--- src/rtl/chacha_uart_rx_fifo_pkg.sv ---
// Shared types, parity-mode encodings and helpers for the ChaCha UART receiver.
package chacha_uart_pkg;

    typedef enum logic [2:0] {
        IDLE   = 3'd0,
        START  = 3'd1,
        DATA   = 3'd2,
        PARITY = 3'd3,
        STOP   = 3'd4
    } rx_state_t;

    localparam logic [1:0] PAR_NONE = 2'b00;
    localparam logic [1:0] PAR_EVEN = 2'b01;
    localparam logic [1:0] PAR_ODD  = 2'b10;

    // A FIFO entry is {parity_err, frame_err, data}.
    function automatic int entry_width(input int data_bits);
        return data_bits + 2;
    endfunction

    // Characters are at most 9 bits; narrower ones are zero-extended, which leaves the XOR unchanged.
    function automatic logic xor9(input logic [8:0] v);
        return ^v;
    endfunction

endpackage

--- src/rtl/chacha_uart_rx_fifo_if.sv ---
// Valid/ready character stream from the receiver FIFO to the command parser.
interface chacha_uart_rx_fifo_if #(parameter int DATA_BITS = 8);
    logic [DATA_BITS-1:0] data;
    logic                 frame_err;
    logic                 parity_err;
    logic                 valid;
    logic                 ready;

    modport master (output data, frame_err, parity_err, valid, input ready);
    modport slave  (input data, frame_err, parity_err, valid, output ready);
endinterface

--- src/rtl/chacha_uart_fifo.sv ---
// Generic first-word-fall-through FIFO; a push into a full FIFO is accepted only alongside a pop.
module chacha_uart_fifo #(
    parameter int WIDTH = 10,
    parameter int DEPTH = 8
) (
    input  logic                       clk,
    input  logic                       resetb,
    input  logic                       push,
    input  logic [WIDTH-1:0]           push_data,
    input  logic                       pop,
    output logic [WIDTH-1:0]           head,
    output logic [$clog2(DEPTH+1)-1:0] level,
    output logic                       full,
    output logic                       empty
);
    localparam int PW = $clog2(DEPTH);
    localparam int LW = $clog2(DEPTH+1);

    logic [WIDTH-1:0] mem_r [DEPTH];
    logic [PW-1:0]    wr_ptr_r;
    logic [PW-1:0]    rd_ptr_r;
    logic [LW-1:0]    count_r;
    logic             push_ok_s;
    logic             pop_ok_s;

    // Status flags, head word and accepted-operation strobes.
    always_comb begin
        full      = (count_r == LW'(DEPTH));
        empty     = (count_r == {LW{1'b0}});
        level     = count_r;
        head      = mem_r[rd_ptr_r];
        pop_ok_s  = pop & ~empty;
        push_ok_s = push & (~full | pop_ok_s);
    end

    // Storage write.
    always_ff @(posedge clk or negedge resetb) begin
        if (!resetb) begin
            for (int i = 0; i < DEPTH; i++) begin
                mem_r[i] <= {WIDTH{1'b0}};
            end
        end else if (push_ok_s) begin
            mem_r[wr_ptr_r] <= push_data;
        end
    end

    // Pointers (wrap naturally at a power-of-two depth) and occupancy.
    always_ff @(posedge clk or negedge resetb) begin
        if (!resetb) begin
            wr_ptr_r <= {PW{1'b0}};
            rd_ptr_r <= {PW{1'b0}};
            count_r  <= {LW{1'b0}};
        end else begin
            if (push_ok_s) begin
                wr_ptr_r <= wr_ptr_r + PW'(1);
            end
            if (pop_ok_s) begin
                rd_ptr_r <= rd_ptr_r + PW'(1);
            end
            case ({push_ok_s, pop_ok_s})
                2'b10:   count_r <= count_r + LW'(1);
                2'b01:   count_r <= count_r - LW'(1);
                default: count_r <= count_r;
            endcase
        end
    end
endmodule

--- src/rtl/chacha_uart_rx_fifo.sv ---
// UART receiver front end: synchroniser, oversampling tick, deframing FSM and character FIFO.
module chacha_uart_rx_fifo
    import chacha_uart_pkg::*;
#(
    parameter int DATA_BITS  = 8,
    parameter int OVERSAMPLE = 16,
    parameter int DIV_WIDTH  = 16,
    parameter int FIFO_DEPTH = 8
) (
    input  logic                              clk,
    input  logic                              resetb,
    input  logic                              cfg_en,
    input  logic [DIV_WIDTH-1:0]              cfg_div,
    input  logic [1:0]                        cfg_parity,
    input  logic                              rx_i,
    chacha_uart_rx_fifo_if.master             m,
    output logic [$clog2(FIFO_DEPTH+1)-1:0]   fifo_level,
    output logic                              ovr_flag,
    input  logic                              ovr_clr
);
    localparam int EW = entry_width(DATA_BITS);
    localparam int SW = $clog2(OVERSAMPLE);
    localparam int BW = $clog2(DATA_BITS);
    localparam logic [SW-1:0] HALF_LAST = SW'(OVERSAMPLE/2 - 1);
    localparam logic [SW-1:0] FULL_LAST = SW'(OVERSAMPLE - 1);
    localparam logic [BW-1:0] BIT_LAST  = BW'(DATA_BITS - 1);

    logic [DIV_WIDTH-1:0] div_cnt_r;
    logic                 tick_s;
    logic                 sync1_r, sync2_r, prev_r;
    logic                 fall_s;
    rx_state_t            state_r;
    logic [SW-1:0]        samp_cnt_r;
    logic [BW-1:0]        bit_cnt_r;
    logic [DATA_BITS-1:0] shreg_r;
    logic                 par_odd_r;
    logic                 par_err_r;
    logic                 sample_s;
    logic                 par_on_s;
    logic                 par_bad_s;
    logic                 push_s;
    logic [EW-1:0]        push_data_s;
    logic                 pop_s;
    logic [EW-1:0]        head_s;
    logic                 full_s;
    logic                 empty_s;
    logic                 ovr_r;

    // Tick strobe and per-bit decode of the current sample point.
    always_comb begin
        if (cfg_en && (div_cnt_r >= cfg_div)) begin
            tick_s = 1'b1;
        end else begin
            tick_s = 1'b0;
        end
        fall_s      = prev_r & ~sync2_r;
        sample_s    = tick_s & (samp_cnt_r == FULL_LAST);
        par_on_s    = (cfg_parity == PAR_EVEN) || (cfg_parity == PAR_ODD);
        par_bad_s   = (xor9(9'(shreg_r)) ^ sync2_r) != par_odd_r;
        push_s      = (state_r == STOP) & sample_s;
        push_data_s = {par_err_r, ~sync2_r, shreg_r};
    end

    // Tick divider, parked at zero while the receiver is disabled.
    always_ff @(posedge clk or negedge resetb) begin
        if (!resetb) begin
            div_cnt_r <= {DIV_WIDTH{1'b0}};
        end else if (!cfg_en || tick_s) begin
            div_cnt_r <= {DIV_WIDTH{1'b0}};
        end else begin
            div_cnt_r <= div_cnt_r + DIV_WIDTH'(1);
        end
    end

    // Two-flop synchroniser plus one delayed copy for edge detection; idle line is high.
    always_ff @(posedge clk or negedge resetb) begin
        if (!resetb) begin
            sync1_r <= 1'b1;
            sync2_r <= 1'b1;
            prev_r  <= 1'b1;
        end else begin
            sync1_r <= rx_i;
            sync2_r <= sync1_r;
            prev_r  <= sync2_r;
        end
    end

    // Deframing FSM; arming needs a real 1->0 edge so a held break never re-arms.
    always_ff @(posedge clk or negedge resetb) begin
        if (!resetb) begin
            state_r    <= IDLE;
            samp_cnt_r <= {SW{1'b0}};
            bit_cnt_r  <= {BW{1'b0}};
            shreg_r    <= {DATA_BITS{1'b0}};
            par_odd_r  <= 1'b0;
            par_err_r  <= 1'b0;
        end else if (!cfg_en) begin
            state_r    <= IDLE;
            samp_cnt_r <= {SW{1'b0}};
            bit_cnt_r  <= {BW{1'b0}};
        end else begin
            case (state_r)
                IDLE: begin
                    if (fall_s) begin
                        state_r    <= START;
                        samp_cnt_r <= {SW{1'b0}};
                        bit_cnt_r  <= {BW{1'b0}};
                        par_err_r  <= 1'b0;
                    end
                end
                START: begin
                    if (tick_s) begin
                        if (samp_cnt_r == HALF_LAST) begin
                            samp_cnt_r <= {SW{1'b0}};
                            state_r    <= sync2_r ? IDLE : DATA;
                        end else begin
                            samp_cnt_r <= samp_cnt_r + SW'(1);
                        end
                    end
                end
                DATA: begin
                    if (tick_s) begin
                        samp_cnt_r <= sample_s ? {SW{1'b0}} : samp_cnt_r + SW'(1);
                    end
                    if (sample_s) begin
                        shreg_r <= {sync2_r, shreg_r[DATA_BITS-1:1]};
                        if (bit_cnt_r == BIT_LAST) begin
                            par_odd_r <= (cfg_parity == PAR_ODD);
                            state_r   <= par_on_s ? PARITY : STOP;
                        end else begin
                            bit_cnt_r <= bit_cnt_r + BW'(1);
                        end
                    end
                end
                PARITY: begin
                    if (tick_s) begin
                        samp_cnt_r <= sample_s ? {SW{1'b0}} : samp_cnt_r + SW'(1);
                    end
                    if (sample_s) begin
                        par_err_r <= par_bad_s;
                        state_r   <= STOP;
                    end
                end
                STOP: begin
                    if (tick_s) begin
                        samp_cnt_r <= sample_s ? {SW{1'b0}} : samp_cnt_r + SW'(1);
                    end
                    if (sample_s) begin
                        state_r <= IDLE;
                    end
                end
                default: begin
                    state_r <= IDLE;
                end
            endcase
        end
    end

    chacha_uart_fifo #(
        .WIDTH (EW),
        .DEPTH (FIFO_DEPTH)
    ) u_fifo (
        .clk       (clk),
        .resetb    (resetb),
        .push      (push_s),
        .push_data (push_data_s),
        .pop       (pop_s),
        .head      (head_s),
        .level     (fifo_level),
        .full      (full_s),
        .empty     (empty_s)
    );

    // Sticky overrun: a dropped character outranks a coincident clear.
    always_ff @(posedge clk or negedge resetb) begin
        if (!resetb) begin
            ovr_r <= 1'b0;
        end else if (push_s && full_s && !pop_s) begin
            ovr_r <= 1'b1;
        end else if (ovr_clr) begin
            ovr_r <= 1'b0;
        end else begin
            ovr_r <= ovr_r;
        end
    end

    // Stream side; the head word is masked so an empty FIFO presents all zeros.
    always_comb begin
        pop_s    = m.ready & ~empty_s;
        m.valid  = ~empty_s;
        ovr_flag = ovr_r;
        if (empty_s) begin
            m.data       = {DATA_BITS{1'b0}};
            m.frame_err  = 1'b0;
            m.parity_err = 1'b0;
        end else begin
            m.data       = head_s[DATA_BITS-1:0];
            m.frame_err  = head_s[DATA_BITS];
            m.parity_err = head_s[DATA_BITS+1];
        end
    end
endmodule

--- src/flat_wrapper.sv ---
// flat-port wrapper written by rule: the top's interface ports become plain ports
module chacha_uart_rx_fifo_flat import chacha_uart_pkg::*;
#(
    parameter int DATA_BITS  = 8,
    parameter int OVERSAMPLE = 16,
    parameter int DIV_WIDTH  = 16,
    parameter int FIFO_DEPTH = 8
)
  (clk, resetb, cfg_en, cfg_div, cfg_parity, rx_i, fifo_level, ovr_flag, ovr_clr, m_data, m_frame_err, m_parity_err, m_valid, m_ready);
  chacha_uart_rx_fifo_if #(.DATA_BITS(DATA_BITS)) m_i ();
  input  logic clk;
  input  logic resetb;
  input  logic cfg_en;
  input  logic [DIV_WIDTH-1:0] cfg_div;
  input  logic [1:0] cfg_parity;
  input  logic rx_i;
  output logic [$clog2(FIFO_DEPTH+1)-1:0] fifo_level;
  output logic ovr_flag;
  input  logic ovr_clr;
  output wire logic [$bits(m_i.data)-1:0] m_data;
  output wire logic [$bits(m_i.frame_err)-1:0] m_frame_err;
  output wire logic [$bits(m_i.parity_err)-1:0] m_parity_err;
  output wire logic [$bits(m_i.valid)-1:0] m_valid;
  input wire logic [$bits(m_i.ready)-1:0] m_ready;
  assign m_data = m_i.data;
  assign m_frame_err = m_i.frame_err;
  assign m_parity_err = m_i.parity_err;
  assign m_valid = m_i.valid;
  assign m_i.ready = m_ready;
  chacha_uart_rx_fifo #(.DATA_BITS(DATA_BITS), .OVERSAMPLE(OVERSAMPLE), .DIV_WIDTH(DIV_WIDTH), .FIFO_DEPTH(FIFO_DEPTH)) u_core (.clk(clk), .resetb(resetb), .cfg_en(cfg_en), .cfg_div(cfg_div), .cfg_parity(cfg_parity), .rx_i(rx_i), .m(m_i), .fifo_level(fifo_level), .ovr_flag(ovr_flag), .ovr_clr(ovr_clr));
endmodule
--- config.mk ---
export PLATFORM = sky130hd
export DESIGN_NAME = chacha_uart_rx_fifo_flat
export DESIGN_NICKNAME = d
export VERILOG_FILES = /design/src/rtl/chacha_uart_rx_fifo_pkg.sv /design/src/rtl/chacha_uart_rx_fifo_if.sv /design/src/rtl/chacha_uart_fifo.sv /design/src/rtl/chacha_uart_rx_fifo.sv /design/src/flat_wrapper.sv
export SDC_FILE = /design/constraint.sdc
export NUM_CORES = 1
export LEC_CHECK = 0
export ABC_AREA = 1
export BUFFER_PORTS_ARGS = -buffer_cell sky130_fd_sc_hd__buf_2
export CORE_ASPECT_RATIO = 0.5
export CORE_MARGIN = 4
export CORE_UTILIZATION = 35
export DETAILED_ROUTE_END_ITERATION = 16
export GPL_TIMING_DRIVEN = 0
export PLACE_DENSITY = 0.57
export SLEW_MARGIN = 30
export SYNTH_ARGS = -nofsm -noshare
export SYNTH_HDL_FRONTEND = slang
export SYNTH_HIERARCHICAL = 1
export SYNTH_SLANG_ARGS = --single-unit
--- constraint.sdc ---
create_clock -name clk -period 3 [get_ports clk]
set_input_delay 0.3 -clock clk [delete_from_list [all_inputs] [get_ports clk]]
set_output_delay 0.3 -clock clk [all_outputs]
set_load 0.01 [all_outputs]
[Word-level counts from Yosys, hierarchy flattened]
Cells that the tools add are included.
Word-level totals
  output and inout bits: 16
  word-level logic and storage cells: 133
  bits of input ports: 24
  register bits: 130
Operators by class
  add/subtract/negate cells: 7
  bitwise gates (word level): 13
  magnitude comparators: 4
  equality and inequality tests: 26
  multiplexer cells: 40
  reductions and logical operators: 21
Operators with widths (number)
  80-bit bitwise mux: 1
  3-bit two-way mux: 13
  10-bit binary-select mux with 3-bit select: 1
  10-bit demux with 3-bit select: 1
  10-bit two-way mux: 3
  4-bit two-way mux: 6
  3-bit by 2-bit != test with 1-bit output, second input constant: 8
  16-bit by 1-bit adder with 16-bit output, second input constant: 1
  16-bit greater-or-equal comparator: 1
  16-bit two-way mux: 1
  4-bit AND reduction: 4
  3-bit one-hot mux with 5 select lines: 1
  4-bit one-hot mux with 3 select lines: 1
  3-bit by 1-bit adder with 3-bit output, second input constant: 3
  9-bit parity: 1
  4-bit by 1-bit adder with 4-bit output, second input constant: 2
  4-bit equality test, second input constant: 2
  4-bit greater-or-equal comparator, second input constant: 2
  8-bit two-way mux: 1
  3-bit inverter with 4-bit output: 2
  4-bit one-hot mux with 2 select lines: 1
  1-bit two-way mux: 7
  7-bit AND reduction: 1
  1-bit AND: 6
  27 further kinds: 41

[Longest topological paths before layout]
Gate-level depths: netlist (run 1).
  depth in word-level cells: 8
  gate-level depth with buffers: 24
  depth with buffers taken out: 23

[Hierarchy]
The synthesis (run 1) kept the hierarchy.
Modules (own cells, without submodules)
  chacha_uart_fifo: times used 1, sequential area each 2252.2 um^2, cells an instance 635, area an instance 4854.7 um^2
  chacha_uart_rx_fifo: times used 1, sequential area each 1004.7 um^2, cells an instance 370, area an instance 2788.9 um^2

[Worst setup path before layout (run 1)]
No wires, ideal clock.
  path type: reg-to-reg
  from: register u_core.div_cnt_r[10]
  to: register u_core.u_fifo.count_r[3], in the netlist u_core/u_fifo/level[3]
  setup time: 0.116 ns
  path buffers: 1
  arrival: 2.747 ns
  cell stages (with the launch flop): 19
  setup slack: 0.137 ns
  data required time: 2.884 ns
  period minus slack after synthesis: 2.863 ns
  cells stage by stage: dfrtp_1 ha_1 nand2_1 inv_1 nand2_1 a21oi_1 nor2_4 nand2_2 nand2_4 nor3_2 buf_2 nand2_1 ha_1 ha_1 or2_2 nand3_1 nand2_1 nand2_1 nand2_1
On the way
  longest elaborated chain between the ends: 8
  elaborated cells on any way between the ends: 10
  classes of those cells: order compare: 1; eq/ne: 2; mux: 2; bitwise: 3; reduce/logical: 2
RTL lines
  start, declared: RTL line chacha_uart_rx_fifo.sv:28  | logic [DIV_WIDTH-1:0] div_cnt_r;
  start signal, assigned: RTL line chacha_uart_rx_fifo.sv:67  | div_cnt_r <= {DIV_WIDTH{1'b0}};
  start signal, assigned: RTL line chacha_uart_rx_fifo.sv:69  | div_cnt_r <= {DIV_WIDTH{1'b0}};
  start signal, assigned: RTL line chacha_uart_rx_fifo.sv:71  | div_cnt_r <= div_cnt_r + DIV_WIDTH'(1);
  16-bit greater-or-equal comparator *: RTL line chacha_uart_rx_fifo.sv:51  | if (cfg_en && (div_cnt_r >= cfg_div)) begin
  1-bit logical AND *: RTL line chacha_uart_rx_fifo.sv:51
  1-bit two-way mux *: RTL line chacha_uart_rx_fifo.sv:51
  1-bit AND *: RTL line chacha_uart_rx_fifo.sv:57  | sample_s = tick_s & (samp_cnt_r == FULL_LAST);
  1-bit AND *: RTL line chacha_uart_rx_fifo.sv:60  | push_s = (state_r == STOP) & sample_s;
  named net u_core.push_s: RTL line chacha_uart_rx_fifo.sv:41  | logic push_s;
  1-bit AND *: RTL line chacha_uart_fifo.sv:33  | push_ok_s = push & (~full | pop_ok_s);
  2-bit by 1-bit equality test with 1-bit output or 2-bit equality test (tied branches): RTL line chacha_uart_fifo.sv:60  | case ({push_ok_s, pop_ok_s})
  4-bit one-hot mux with 2 select lines or 2-bit nonzero test (tied branches)
  end signal, assigned: RTL line chacha_uart_fifo.sv:61  | 2'b10: count_r <= count_r + LW'(1);
  end signal, assigned: RTL line chacha_uart_fifo.sv:62  | 2'b01: count_r <= count_r - LW'(1);
  end signal, assigned: RTL line chacha_uart_fifo.sv:63  | default: count_r <= count_r;
  end, declared: RTL line chacha_uart_fifo.sv:22  | logic [LW-1:0] count_r;
The timed path passes the listed nets; every way through them passes the cells marked *.
A chain may end at the register's enable or synchronous reset.

[Worst setup path after layout (run 1)]
  from: register u_core.div_cnt_r[12]
  to: register u_core.u_fifo.count_r[3], in the netlist u_core/u_fifo/level[3]
The elaborated chain is that of the path after synthesis.

==> results.cfg, run 1 <==
[synthesis]
syn_avg_cell_area_um2 = 7.61
synth-edff-count = 0
synth_seq_cells = 130
synth_area_um2 = 7640
ys_seq_area_share_pct = 42.6
synthCells = 1005
yosys.area.top_type = dfrtp_1
synth.top_cells.by_count = nand2_1 (344), dfrtp_1 (127), nor2_1 (96)
synth_top_flop_cell = dfrtp_1
synth.distinct_cells = 41
yosys.cell_count.top_type = nand2_1
synth_nets = 1056
synthDominantCellAreaShare_pct = 41.6
yosysWarnings = 6
synthTopCellsByArea = dfrtp_1 (42%), nand2_1 (17%), nand4_1 (7.2%)
synth-async-reset-ratio_pct = 100

[route]
via_count = 6778
drcViolationCount = 0
wl_um = 21200
first_pass_iters = 5
wl_per_cell_um = 15.4
ant_nets = 0
drt-initial-drc-count = 682
routed_via_density = 4.90

[worst_setup_path]
slowest_delay_ns = 0.43
worstSetupStartpointType = flip-flop
path_class = reg -> reg
cp_top_family = simple AND/OR/NAND/NOR gates
cp_data_arrival_time_ns = 3.17
cpMaxStageDelayCell = dfrtp_1
cp_cell_sequence = ha_1, nand4_1, a21oi_2, nor2_4, nand2_2, nand2_4, nor3_4, buf_6, nand2_4, ha_4, ha_1, or2_2, nand3_1, nand2_1, nand2_1, nand2_1
worst-path-max-fanout = 6
cp_common_cell = nand2_1
required_ns = 3.32
cp.buffers_inverters = 1
critPathCaptureType = flip-flop

[pwr]
p_leak_nw = 4.73
switching_share_pct = 24.4
power_frac_clock_pct = 50.3
ir_worst_vdd_mv = 0.385
p_per_area_nw_per_um2 = 462
intPower_w = 0.00316
pwr-share-seq_pct = 42.9
combPwrFrac_pct = 6.7
switchingPower_w = 0.00102

[place]
io_buffers = 38
place.gp.congestion = 0.847
dp.cells = 1336
hpwl_um = 14700
dpl-instance-area_um2 = 8240

[min_path]
hold_path_class = in -> reg

[sta]
hold_viol = 0
worstMarginPinSlew_ns = 0.602
fin_crit_ns = 2.85
timing.final.crit_share_pct = 95.0
final-setup-viol-count = 0
clock_skew_ns = 0.00750
tns_ns = 0
timing.hold.ws_ns = 0.0502
fmaxAchievable_ghz = 0.351
drv_slew = 0
maxSlewHeadroom_pct = 59.9

[global_routing]
antenna_found_initial = 0
gr-usage-all-layers_pct = 17.9
grt_pass1_wl_um = 34900
grt_start_max_net_pins = 82
grt_pass1_vias = 6584
globalRouteOverflowTotal = 0

[floorplanning]
die_x_um = 217
fp.dieArea_um2 = 24400
core_area_um2 = 21000
ios = 40
row_count = 37
die_h_um = 112
start_util_pct = 36.4

[finish]
num_antenna_cells = 0
area_growth_pct = 18.2
drive_gt1_share_pct = 17.3
stdcell_area_um2 = 9040
finalNetCount = 1128
fin_cells = 1382
multi_input_area_um2 = 3830
nFillCells = 2159
seq_area_um2 = 3260

[clock_tree]
tritoncts = yes
clock_latency_ns = 0.42
cts-buffers-inserted = 17
cts.sinks = 130
root_buffer = clkbuf_16
clkSlewWorstSetupHoldPaths_ns = 0.06
cts_max_level = 4
clockBufferDepth = 2

[outcome]
status = complete, no violations

[job]
maxCapViolCount = 0
==> path summary, 6_finish.rpt <==
| path | start | end | slack, ns | cells past startpoint |
|---|---|---|---|---|
| worst max-delay path | u_core/div_cnt_r[12] | u_core/u_fifo/level[3] | 0.15 | 16 |
| worst max register to register | u_core/div_cnt_r[12] | u_core/u_fifo/level[3] | 0.15 | 16 |
| min in group asynchronous | resetb | u_core/div_cnt_r[15] | 0.38 | 2 |
| worst min register to register | u_core/sync1_r | u_core/sync2_r | 0.35 | 0 |
| max in group asynchronous | resetb | u_core/bit_cnt_r[2] | 1.87 | 3 |
| worst min-delay path | ovr_clr | u_core/ovr_flag | 0.05 | 2 |
==> metal layers <==
metal  track usage, %  up-vias  wire length [um]
met5                0        -                 0
met4             5.00        0               158
met3             3.62       10              1100
met2             27.7      163              9680
met1             25.6     3205             10300
li1                 -     3400                 -
==> logic make-up after synthesis <==
group	after synthesis	synth area share, %
AOI/OAI and AO/OA	80	5.60
xor gates and xnor gates	17	1.95
and+or+nand+nor	606	36.9
adders and majority gates	27	4.52
buffers and inverters	145	8.40
DFF	130	42.6
==> worst register-to-register path, stage by stage (launching register included) <==
cell and delay, ns:
dfrtp_1 0.43, ha_1 0.30, nand4_1 0.16, a21oi_2 0.19
nor2_4 0.07, nand2_2 0.10, nand2_4 0.09, nor3_4 0.18
buf_6 0.14, nand2_4 0.07, ha_4 0.19, ha_1 0.31
or2_2 0.30, nand3_1 0.08, nand2_1 0.05, nand2_1 0.05
nand2_1 0.04
==> through the flow <==
stage	setup slack [ns]	power, W	utilization, %
floorplan	0.137	0.00200	-
global placement	-0.348	0.00209	39.0
detailed placement	-0.400	0.00210	39.2
CTS	0.00515	0.00421	42.5
global route	-0.00789	0.00435	43.0
finish	0.151	0.00418	43.0
==> flip-flops by register name, indices dropped and copies added (netlist names) <==
register and count:
u_core/ovr_flag 1, u_core/u_fifo/rd_ptr_r 3, u_core/u_fifo/level 4, u_core/bit_cnt_r 3
u_core/sync2_r 1, u_core/u_fifo/mem_r 80, u_core/samp_cnt_r 4, u_core/par_odd_r 1
u_core/sync1_r 1, u_core/shreg_r 8, u_core/u_fifo/wr_ptr_r 3, u_core/prev_r 1
u_core/state_r 3, u_core/div_cnt_r 16, u_core/par_err_r 1
==> power by group through the flow <==
| stage | logic, W | clock network, W | registers, W |
|---|---|---|---|
| 2_1_floorplan | 0.000177 | 0 | 0.00182 |
| 3_3_place_gp | 0.000267 | 0 | 0.00182 |
| 3_5_place_dp | 0.000277 | 0 | 0.00182 |
| 4_1_cts | 0.000283 | 0.00214 | 0.00179 |
| 5_1_grt | 0.000327 | 0.00222 | 0.00180 |
| 6_report | 0.000282 | 0.00210 | 0.00179 |
==> layout by cell type, fill, tap and decap left out, types with 12 or more instances in the layout <==
cell type	n
clkbuf_16	17
nand3_1	28
inv_2	14
buf_2	68
xnor2_1	12
nand2_1	343
buf_4	15
clkbuf_1	17
a21oi_1	12
o21ai_0	50
ha_1	21
nand4_1	88
inv_1	73
nor2_1	95
dfrtp_1	124
==> timing repair <==
item,4_1_cts,5_1_grt
hold endpoints to repair,47,0
setup buffers,5,7
hold buffers,2,0
pin swaps,3,5
resized for setup,9,7
setup endpoints to repair,3,2
==> layout make-up <==
type	instances	share of cell area, %
buffer	57	3.52
clock buffer	21	5.21
clock inverter	11	1.41
inverter	88	3.65
multi-input combinational	730	42.4
sequential	130	36.1
tap	292	4.04
timing repair buffer	53	3.74
Power figures use the tool's default switching activity.
==> run 2, diff against run 1 <==
Settings changed: ABC_AREA 1 to unset, CORE_ASPECT_RATIO 0.5 to 0.7, PLACE_DENSITY 0.57 to 0.58.
==> run 2 against run 1 <==
Sequential power grew 8%; global-route usage is 3.5 points lower; cell area decreased by 6.3%; total power grew 30%; sequential share of layout area is 2.4 points higher; critical path type unchanged; clock skew up 0.0050 ns; via count shrank 34%; area after synthesis shrank 10%; first-iteration DRC count is 62% lower; hold slack better by 0.14 ns; the flow now finishes with violations (setup timing).
==> results.cfg, run 2 <==
[finish]
area_growth_pct = 23.1
top_regs = u_core/u_fifo/mem_r: 80 flops, u_core/div_cnt_r: 16 flops, u_core/shreg_r: 8 flops
final_cell_mix = dfrtp_1 (126), mux2_2 (90), buf_2 (42)
num_antenna_cells = 0
final_common_cell = dfrtp_1
final_core_util_pct = 44.4
drive_gt1_share_pct = 40.1
seq_area_um2 = 3260
nFillCells = 1711
top_register = u_core/u_fifo/mem_r
stdcell_area_um2 = 8470
multi_input_area_um2 = 3560
largest_register_ffs = 80
finalNetCount = 666

[synthesis]
synthTopCellsByArea = dfrtp_1 (46%), mux2_2 (15%), mux4_2 (6.6%)
yosys.area.top_type = dfrtp_1
synth-edff-count = 0
synth.top_cells.by_count = dfrtp_1 (127), mux2_2 (92), nor2_1 (32)
syn_avg_cell_area_um2 = 12.8
synthDominantCellAreaShare_pct = 46.2
synth_area_um2 = 6880
synthCells = 538
synth_nets = 589
ys_seq_area_share_pct = 47.4
yosys.cell_count.top_type = dfrtp_1
synth-async-reset-ratio_pct = 100
yosysWarnings = 6
synth.distinct_cells = 57
synth_seq_cells = 130
synth_top_flop_cell = dfrtp_1

[outcome]
violations = setup timing
status = finished, violations left

[route]
drcViolationCount = 0
wl_per_cell_um = 17.2
via_count = 4505
ant_nets = 0
wl_um = 15400
first_pass_iters = 4
routed_via_density = 5.05
drt-initial-drc-count = 257

[global_routing]
grt_pass1_vias = 4741
grt_start_max_net_pins = 72
grt_pass1_wl_um = 25200
antenna_found_initial = 0
gr-usage-all-layers_pct = 14.5
globalRouteOverflowTotal = 0

[sta]
setup_slack_ns = -0.211
timing.final.crit_share_pct = 107
hold_viol = 0
fin_crit_ns = 3.21
clock_skew_ns = 0.0126
tns_ns = -2.86
maxSlewHeadroom_pct = 39.9
fmaxAchievable_ghz = 0.311
rsz0062_at_grt = true
worstMarginPinSlew_ns = 0.901
drv_slew = 0
final-setup-viol-count = 39

[floorplanning]
row_count = 42
die_x_um = 176
ios = 40
start_util_pct = 36.0
die_h_um = 125
core_area_um2 = 19100
fp.dieArea_um2 = 22000

[pwr]
totalPowerFinal_w = 0.00542
ir_worst_vdd_mv = 0.295
p_leak_nw = 4.12
p_per_area_nw_per_um2 = 640

[worst_setup_path]
cp_data_arrival_time_ns = 3.49
cp-startpoint = u_core/div_cnt_r[12]
path_class = reg -> reg
critPathCaptureType = flip-flop
crit-reg2reg-launch = u_core/div_cnt_r[12]
worstSetupStartpointType = flip-flop
worst-path-max-fanout = 4
required_ns = 3.27

[place]
dpl-instance-area_um2 = 7530
hpwl_um = 10200
dp_worst_setup_slack_ns = -0.707
place.gp.congestion = 0.768
io_buffers = 38

[clock_tree]
cts.sinks = 130
tritoncts = yes
cts_max_level = 4
clkSlewWorstSetupHoldPaths_ns = 0.06
clock_latency_ns = 0.41
clockBufferDepth = 2
cts-buffers-inserted = 17
root_buffer = clkbuf_16

[job]
maxCapViolCount = 0

[min_path]
worstHoldStart = ovr_clr
hold_path_class = in -> reg
-- run 2: cell count changes after synthesis, sizes merged, moves of 20 or more --
| cell | change |
|---|---|
| o21ai | -43 |
| mux4 | +20 |
| nor2 | -78 |
| buf | -33 |
| inv | -58 |
| nand2 | -331 |
| nand3 | -21 |
| mux2 | +102 |
| nand4 | -87 |
-- run 2: report_power, final --
part | leakage [nW] | switching (W) | internal (W)
Sequential | 1.79 | 0.000105 | 0.00182
Combinational | 1.99 | 0.000651 | 0.000490
Clock | 0.337 | 0.000731 | 0.00162
-- run 2: worst max-delay path: stages (launching register included) --
cell	delay [ns]
dfrtp_1	0.41
ha_1	0.28
nand4_1	0.17
nor2_1	0.08
nor4_2	0.39
o21ai_4	0.12
and2_4	0.19
and4_4	0.20
o21ai_4	0.08
ha_4	0.19
ha_4	0.21
or4b_4	0.52
o311ai_2	0.09
o211ai_1	0.13
-- run 2: cell type report --
cell class | count | share of cell area, %
inverters | 29 | 1.29
plain buffers | 16 | 1.09
flip-flops and latches | 130 | 38.5
well taps | 264 | 3.90
clock inverters | 11 | 2.42
multi-input cells | 361 | 42.1
repair buffers | 60 | 5.16
clock buffers | 21 | 5.56
-- run 2: cell families after synthesis --
group / after synthesis / share of synthesized area (%)
adder cells (fa/ha/maj): 27 / 5.02
multiplexers: 125 / 24.2
flip-flops: 130 / 47.4
AND/OR/NAND/NOR: 118 / 8.99
AO/OA/AOI/OAI: 60 / 7.61
XOR/XNOR: 31 / 3.95
buffers and inverters: 47 / 2.89
-- run 2: timing repair --
item                                    in CTS  in global routing
gates resized for setup                     13                  6
hold buffers                                 2                  0
endpoints found under the setup margin      84                 79
endpoints found under the hold margin       71                  0
buffers inserted                            15                  3
pin swaps                                   10                  4
cloned                                       1                  0
-- run 2: path summary, 6_finish.rpt --
path                                                to  slack (ns)  cells after the start
min in group asynchronous       u_core/u_fifo/mem_r[3]        0.44                      2
worst max register to register  u_core/u_fifo/level[3]       -0.21                     13
worst min-delay path                   u_core/ovr_flag        0.19                      3
worst min register to register          u_core/sync2_r        0.35                      0
worst max-delay path            u_core/u_fifo/level[3]       -0.21                     13
max in group asynchronous                u_core/prev_r        1.83                      3
-- run 2: layer usage --
layer,up-vias,GRT usage [%],part of all wire (%)
met4,0,3.48,0.53
met5,-,0,0
met1,2327,21.3,50
met2,65,21.8,46
li1,2107,-,-
met3,6,3.20,3.8
-- run 2: metrics by stage --
| step | instances | hold slack [ns] |
|---|---|---|
| after CTS | 889 | 0.178 |
| after floorplan | 538 | 0.00441 |
| after global placement | 840 | 0.347 |
| final | 892 | 0.194 |
| after detailed placement | 841 | 0.306 |
| after global routing | 892 | 0.189 |
==> run 3, diff against run 2 <==
Settings changed: SETUP_SLACK_MARGIN set to 0.1.
==> run 3 against run 2 <==
The run still ends with setup timing left; non-clock buffer count is 3 higher; setup slack worse by 0.090 ns; critical endpoint unchanged; combinational power is essentially flat; sequential cell count is the same; total power down 5.5%; maximum frequency decreased by 2.7%; register-to-register slack got worse by 0.09 ns; first-iteration DRC count is 8.2% higher; clock power fell by 13%.
==> results.cfg, run 3 (synthesized netlist as in run 2, its figures left out) <==
[outcome]
status = finished, violations left
violations = setup timing

[sta]
clock_skew_ns = 0.00947
fmaxAchievable_ghz = 0.303
rsz0062_at_grt = true
drv_slew = 0
setup_slack_ns = -0.301
fin_crit_ns = 3.30
hold_viol = 0
worstMarginPinSlew_ns = 0.864
timing.hold.ws_ns = 0.180
final-setup-viol-count = 49
tns_ns = -8.00
timing.final.crit_share_pct = 110
maxSlewHeadroom_pct = 42.4

[clock_tree]
clkSlewWorstSetupHoldPaths_ns = 0.05
tritoncts = yes
cts-buffers-inserted = 17
clockBufferDepth = 2
cts.sinks = 130
root_buffer = clkbuf_16
clock_latency_ns = 0.42
cts_max_level = 4

[place]
dpl-instance-area_um2 = 7530
place.gp.congestion = 0.760
io_buffers = 38
hpwl_um = 10400

[route]
drcViolationCount = 0
dr_wl_met3_um = 453
ant_nets = 0
via_count = 4486
drt-met1-wl_um = 7590
wl_per_cell_um = 17.3
top_layer_used = met4
routed_via_density = 5.01
first_pass_iters = 4
drt-initial-drc-count = 278
wl_met2_um = 7240
wl_um = 15500

[floorplanning]
core_area_um2 = 19100
die_x_um = 176
ios = 40
fp.dieArea_um2 = 22000
row_count = 42
die_h_um = 125
start_util_pct = 36.0

[min_path]
hold_path_class = in -> reg

[global_routing]
grt_pass1_vias = 4873
grt_pass1_wl_um = 25800
antenna_found_initial = 0
grt_start_max_net_pins = 94
globalRouteOverflowTotal = 0
gr-usage-all-layers_pct = 15.0

[finish]
final_common_cell = dfrtp_1
stdcell_area_um2 = 8480
num_antenna_cells = 0
multi_input_area_um2 = 3600
seq_area_um2 = 3260
drive_gt1_share_pct = 40.4
finalNetCount = 669
nFillCells = 1728
final_cell_mix = dfrtp_1 (127), mux2_2 (88), buf_2 (42)
area_growth_pct = 23.3
top_register = u_core/u_fifo/mem_r
top_regs = u_core/u_fifo/mem_r: 80 flops, u_core/div_cnt_r: 16 flops, u_core/shreg_r: 8 flops
largest_register_ffs = 80

[worst_setup_path]
cpMaxStageDelayCell = or4b_4
worst-path-max-fanout = 4
cp.buffers_inverters = 1
path_class = reg -> reg
cp_common_cell = ha_4
slowest_delay_ns = 0.52
cp_cell_sequence = ha_4, nand4_1, nor2_2, o2111ai_2, o21ai_4, and2_4, and4_4, buf_8, o21ai_4, ha_4, ha_4, or4b_4, o311ai_4, o211ai_1
critPathCaptureType = flip-flop
cp_top_family = simple AND/OR/NAND/NOR gates
required_ns = 3.29
worstSetupStartpointType = flip-flop
cp_data_arrival_time_ns = 3.59

[pwr]
totalPowerFinal_w = 0.00512
p_leak_nw = 4.12
ir_worst_vdd_mv = 0.394
p_per_area_nw_per_um2 = 604

[job]
maxCapViolCount = 0
run 3: layer usage:
metal  GRT usage [%]  vias to the layer above
met5               0                        -
met4            4.67                        0
met3            3.29                       16
met2            23.6                       58
met1            21.0                     2297
li1                -                     2115
run 3: power by group:
part           internal [W]  switching [W]
sequential          0.00183       0.000101
combinational      0.000491       0.000656
clock               0.00136       0.000689
run 3: cell type report:
type	instances	area share [%]
clock buffers	30	6.77
multi-input cells	361	42.5
clock inverters	2	0.413
well taps	264	3.90
repair buffers	62	5.46
flip-flops and latches	130	38.4
plain buffers	17	1.28
inverters	29	1.28
run 3: repair_timing:
action	4_1_cts	5_1_grt
gates cloned	1	0
pin swaps	10	6
gates resized for setup	13	18
hold buffers	2	0
endpoints found under the hold margin	37	0
setup endpoints to repair	84	84
buffers inserted	16	4
run 3: metrics by stage:
stage                     cells  setup WS (ns)  util (%)
after global routing        895         -0.456      44.4
final                       895         -0.301      44.4
after floorplan             538         -0.240         -
after CTS                   891         -0.292      43.9
after global placement      840         -0.646      39.3
after detailed placement    841         -0.749      39.5
run 3: final timing paths:
path,slack [ns],end,depth (start not counted),start
setup / recovery,-0.30,u_core/u_fifo/level[3],14,u_core/div_cnt_r[13]
hold / removal,0.18,u_core/ovr_flag,3,ovr_clr
setup reg to reg,-0.30,u_core/u_fifo/level[3],14,u_core/div_cnt_r[13]
hold reg to reg,0.36,u_core/sync2_r,0,u_core/sync1_r
max in group asynchronous,1.89,u_core/sync2_r,3,resetb
min in group asynchronous,0.35,u_core/u_fifo/level[3],2,resetb
run 3: worst reg2reg max path, cell delays in order (launching register included):
cell and delay [ns]:
dfrtp_1 0.41, ha_4 0.29, nand4_1 0.20, nor2_2 0.15, o2111ai_2 0.15, o21ai_4 0.20, and2_4 0.17, and4_4 0.26
buf_8 0.11, o21ai_4 0.06, ha_4 0.20, ha_4 0.23, or4b_4 0.52, o311ai_4 0.09, o211ai_1 0.13
